File: config.mk
export PLATFORM = sky130hd
export DESIGN_NAME = packet_dispatcher
export DESIGN_NICKNAME = d
export VERILOG_FILES = /design/src/rtl/packet_dispatcher.sv
export SDC_FILE = /design/constraint.sdc
export NUM_CORES = 1
export LEC_CHECK = 0
export CORE_ASPECT_RATIO = 0.75
export CORE_MARGIN = 4
export CORE_UTILIZATION = 39
export CTS_BUF_LIST = sky130_fd_sc_hd__clkbuf_8
export DETAILED_ROUTE_END_ITERATION = 6
export PLACE_DENSITY = 0.79
export SETUP_SLACK_MARGIN = 0.1
export SLEW_MARGIN = 20
export SYNTH_ARGS = -nofsm -noshare
export SYNTH_HDL_FRONTEND = slang
export SYNTH_SLANG_ARGS = --single-unit
File: constraint.sdc
create_clock -name clk -period 1.9 [get_ports clk]
set_input_delay 0.19 -clock clk [delete_from_list [all_inputs] [get_ports clk]]
set_output_delay 0.19 -clock clk [all_outputs]
set_load 0.005 [all_outputs]
File: src/rtl/packet_dispatcher.sv
// Packet dispatcher: pops one packet at a time from the upstream queue and
// presents it to one of NUM_PORTS server ports over a one-hot valid/ready bus.
module packet_dispatcher #(
   parameter int unsigned NUM_PORTS = 8,
   parameter int unsigned PAYLOAD_W = 128,
   parameter int unsigned ID_W      = 32,
   parameter int unsigned ADDR_W    = 8
) (
   input  logic                 clk,
   input  logic                 rst,
   input  logic                 en,
   input  logic                 q_empty,
   output logic                 q_pop,
   input  logic [ID_W-1:0]      q_id,
   input  logic [ADDR_W-1:0]    q_src,
   input  logic [ADDR_W-1:0]    q_dest,
   input  logic [PAYLOAD_W-1:0] q_payload,
   output logic [NUM_PORTS-1:0] out_valid,
   input  logic [NUM_PORTS-1:0] out_ready,
   output logic [ID_W-1:0]      out_id,
   output logic [ADDR_W-1:0]    out_src,
   output logic [PAYLOAD_W-1:0] out_payload,
   output logic                 busy,
   output logic [31:0]          sent_count,
   output logic [15:0]          drop_count
);

   localparam int unsigned        CMP_W      = ADDR_W + 1;
   localparam logic [CMP_W-1:0]   PORT_LIMIT = CMP_W'(NUM_PORTS);
   localparam logic [15:0]        DROP_MAX   = 16'hFFFF;

   typedef enum logic [2:0] {
      S_IDLE,
      S_POP,
      S_LOAD,
      S_SEND,
      S_DROP
   } state_t;

   state_t               state;
   state_t               state_nxt;
   logic                 pop_nxt;
   logic                 busy_nxt;
   logic [NUM_PORTS-1:0] valid_nxt;
   logic                 dest_ok;
   logic                 send_done;
   logic [NUM_PORTS-1:0] dest_sel;

   // Extra compare bit keeps the range check correct when NUM_PORTS == 2**ADDR_W.
   assign dest_ok   = CMP_W'(q_dest) < PORT_LIMIT;
   assign dest_sel  = NUM_PORTS'(1) << q_dest;
   // out_valid is one-hot, so only the selected port's ready can complete a transfer.
   assign send_done = |(out_valid & out_ready);

   // State register and registered outputs.
   always_ff @(posedge clk) begin
      if (rst) begin
         state     <= S_IDLE;
         q_pop     <= 1'b0;
         busy      <= 1'b0;
         out_valid <= '0;
      end else begin
         state     <= state_nxt;
         q_pop     <= pop_nxt;
         busy      <= busy_nxt;
         out_valid <= valid_nxt;
      end
   end

   // Next-state and next-output decode.
   always_comb begin
      state_nxt = state;
      valid_nxt = '0;
      pop_nxt   = 1'b0;
      busy_nxt  = 1'b0;
      case (state)
         S_IDLE: begin
            if (en && !q_empty) state_nxt = S_POP;
         end
         S_POP: begin
            state_nxt = S_LOAD;
         end
         S_LOAD: begin
            if (dest_ok) begin
               state_nxt = S_SEND;
               valid_nxt = dest_sel;
            end else begin
               state_nxt = S_DROP;
            end
         end
         S_SEND: begin
            if (send_done) state_nxt = S_IDLE;
            else           valid_nxt = out_valid;
         end
         S_DROP: begin
            state_nxt = S_IDLE;
         end
         default: begin
            state_nxt = S_IDLE;
         end
      endcase
      pop_nxt  = (state_nxt == S_POP);
      busy_nxt = (state_nxt != S_IDLE);
   end

   // Packet hold registers; they keep the last packet after delivery.
   always_ff @(posedge clk) begin
      if (rst) begin
         out_id      <= '0;
         out_src     <= '0;
         out_payload <= '0;
      end else if (state == S_LOAD) begin
         out_id      <= q_id;
         out_src     <= q_src;
         out_payload <= q_payload;
      end
   end

   // Delivery and drop statistics.
   always_ff @(posedge clk) begin
      if (rst) begin
         sent_count <= '0;
         drop_count <= '0;
      end else begin
         if ((state == S_SEND) && send_done) sent_count <= sent_count + 32'd1;
         if ((state == S_DROP) && (drop_count != DROP_MAX)) drop_count <= drop_count + 16'd1;
      end
   end

endmodule
==> flow_summary.json <==
{
  "status": "finished clean",
  "worstSetupPathType": "reg -> reg",
  "nets": 1720,
  "fmax_ghz": 0.549,
  "p_sw_mw": 2.27,
  "syn_inst": 1093,
  "fin_crit_sh_pct": 95.9,
  "leakagePower_nw": 5.09,
  "syn_nets": 1283,
  "antenna_left": 0,
  "netlist_top_cells_area": "dfxtp_1 (51%), nand2_1 (15%), a21oi_1 (11%)",
  "seq_power_share_pct": 49.3,
  "start_util_pct": 40.1,
  "finalSetupViolCount": 0,
  "port-buffer-count": 413,
  "track_usage_pct": 23.3,
  "gp_congestion": 0.897,
  "cts_hold_buf": 0,
  "power_mw": 9.98,
  "final.min_clock_period_ps": 1820,
  "dp_hpwl_um": 23300,
  "wl_met1_um": 13000,
  "maxUsedRoutingLayer": "met5",
  "drv_slew": 0,
  "yosysTopAreaCellShare_pct": 51.3,
  "slew_headroom_pct": 59.3,
  "cp_max_fo": 6,
  "ys_types": 50,
  "crit_family": "simple AND/OR/NAND/NOR gates",
  "ys_async_sr_fraction_pct": 0,
  "wirelength_um": 32200,
  "cp.depth": 4,
  "grt_pass1_vias": 8981,
  "internal_power_mw": 7.70,
  "hold_class": "in -> reg",
  "synth_seq_cells": 229,
  "placementRows": 47,
  "final_cell_area_mm2": 0.0145,
  "critPathMaxStageDelay_ps": 510,
  "seqCellArea_mm2": 0.00460,
  "min-delay-start": "rst",
  "drt-initial-drc-count": 436,
  "yosysSeqAreaShare_pct": 51.3,
  "setup_slack_ps": 78.2,
  "cellPowerDensity_mw_per_mm2": 688,
  "reg2regPathDepth": 4,
  "synth-edff-count": 0,
  "regToRegStartpoint": "state[1]",
  "worst_setup_path_start_kind": "register",
  "multiInputGateArea_mm2": 0.00407,
  "min_path_cells": 2,
  "post-place-ws_ps": -169,
  "area.growth.synth_to_final_pct": 62.1,
  "holdWs_ps": 164,
  "skew_ps": 17.8,
  "startpoint": "state[1]",
  "synth_area_leader_cell": "dfxtp_1",
  "nFillCells": 1824,
  "cts_htree_levels": 2,
  "pwr-share-comb_pct": 9.0,
  "worst-path-buf-inv": 1,
  "root_buffer": "clkbuf_8",
  "drc": 0,
  "grt.overflow.total": 0,
  "die_h_um": 139,
  "ios": 414,
  "clk_latency_ps": 510,
  "cts_made_buffers": 38,
  "cp-end-kind": "register",
  "clockPowerShare_pct": 41.6,
  "cts_buffer_depth": 3,
  "antenna_found_initial": 1,
  "diodes": 0,
  "core-area_mm2": 0.0223,
  "grt_pass1_wl_um": 48900,
  "rsz0062_at_grt": "true",
  "cp.arrival_ps": 2220,
  "finalHoldViolations": 0,
  "fp.dieW_um": 183,
  "ir_drop_v": 0.000555,
  "die_area_mm2": 0.0254,
  "clock_sinks": 229,
  "wl_met3_um": 2240,
  "stdcell_count": 1845,
  "grt_max_degree": 125,
  "drv_cap": 0,
  "path_cells": "buf_4 > or3b_2 > nor4_1 > mux2_2",
  "switching_share_pct": 22.8,
  "routedWlPerCell_um": 17.5,
  "vias": 9486,
  "ys.flop_type": "dfxtp_1",
  "cts_tree": "yes",
  "worst_pin_slew_ps": 611,
  "syn_area_mm2": 0.00894,
  "vias_per_cell": 5.14,
  "cp.required_ps": 2300,
  "yosys_warnings": 0,
  "drtPass1Iterations": 5,
  "drive_gt1_share_pct": 10.4,
  "slowest_stage": "or3b_2",
  "dp.cells": 1775,
  "postPlaceCellArea_mm2": 0.0136,
  "avgSynthCellArea_um2": 8.18,
  "dr_wl_met2_um": 15900,
  "cts.clk_slew.worst_paths_ps": 60
}
-- placed cells by master (no fill, tap or decap), drive strengths merged, types with 13 or more instances in the layout --
master           n
clkdlybuf4s50  411
nand2          350
dfxtp          229
a21oi          198
buf             63
clkbuf          46
nor2            32
nor2b           19
nand3           19
o21ai           18
nand4           17
mux2            17
or3             16
inv             15
nor4            13
-- cell type report --
type                       count  area share (%)
tap                          294            2.54
clock buffer                  45            4.27
inverter                       3          0.0776
timing repair buffer         476            32.7
clock inverter                16           0.638
sequential                   229            31.7
multi-input combinational    782            28.1
-- state kept, by name (all words and copies together), names as in the netlist --
signal	cells
out_payload	128
out_id	32
sent_count	32
drop_count	16
out_src	8
out_valid	8
state	3
busy	1
q_pop	1
-- per-layer routing --
| metal | GRT usage, % | vias up |
|---|---|---|
| li1 | - | 4571 |
| met1 | 28.0 | 4508 |
| met2 | 40.3 | 335 |
| met3 | 6.24 | 70 |
| met4 | 8.07 | 2 |
| met5 | 0 | - |
-- synthesized netlist by cell type (2+ instances only) --
master	count
nor2b_1	19
a22o_1	3
dfxtp_1	229
mux2_1	9
mux2_2	7
buf_2	27
or4_1	9
nor4_1	9
nand2b_1	2
nor4_4	2
nand3_1	17
o31ai_1	7
mux2i_1	2
nor3_1	9
or3_1	16
inv_1	3
nor4_2	2
a21oi_1	198
buf_1	6
and3_1	6
or2_2	2
and4_1	9
xor2_1	4
a32oi_1	6
nor4b_1	5
nand3_2	2
ha_1	2
nand4_1	15
and2_1	5
nand2_1	350
buf_6	4
nor2_1	32
o21ai_0	18
buf_4	5
clkbuf_1	37
-- kinds of logic after synthesis --
logic type / Yosys count / synth area share (%)
buffers and inverters: 82 / 4.36
flip-flops: 229 / 51.3
multiplexers: 19 / 2.41
adder cells (fa/ha/maj): 2 / 0.280
XOR/XNOR: 4 / 0.392
AO/OA/AOI/OAI: 238 / 14.4
AND/OR/NAND/NOR: 519 / 26.9
-- power by group through the flow --
stage	clock, mW	sequential (mW)	combinational (mW)
finish	4.15	4.92	0.902
global route	4.50	4.93	0.963
CTS	4.27	4.93	0.898
detailed placement	0	5.03	0.890
global placement	0	5.02	0.879
floorplan	0	5.03	0.237
-- repair_timing --
action / in CTS / in global routing
pin swaps: 2 / 9
endpoints found under the hold margin: 0 / 0
setup buffers: 1 / 7
endpoints found under the setup margin: 21 / 87
gates resized for setup: 6 / 27
gates cloned: 0 / 1
-- worst register-to-register path, cell delays in order (launching register included) --
cell	delay [ps]
dfxtp_1	340
buf_4	170
or3b_2	510
nor4_1	330
mux2_2	370
-- through the flow --
| step | TNS [ps] | util [%] |
|---|---|---|
| 6_report | 0 | 65.1 |
| 3_5_place_dp | -1670 | 61.0 |
| 3_3_place_gp | -508 | 61.0 |
| 5_1_grt | 0 | 65.1 |
| 4_1_cts | 0 | 64.3 |
| 2_1_floorplan | 0 | - |
-- path summary, 6_finish.rpt --
path,slack (ps),endpoint
hold / removal,160,sent_count[6]
setup reg to reg,80,drop_count[9]
setup / recovery,80,drop_count[9]
hold reg to reg,450,out_payload[38]
(Power assumes the default switching activity.)
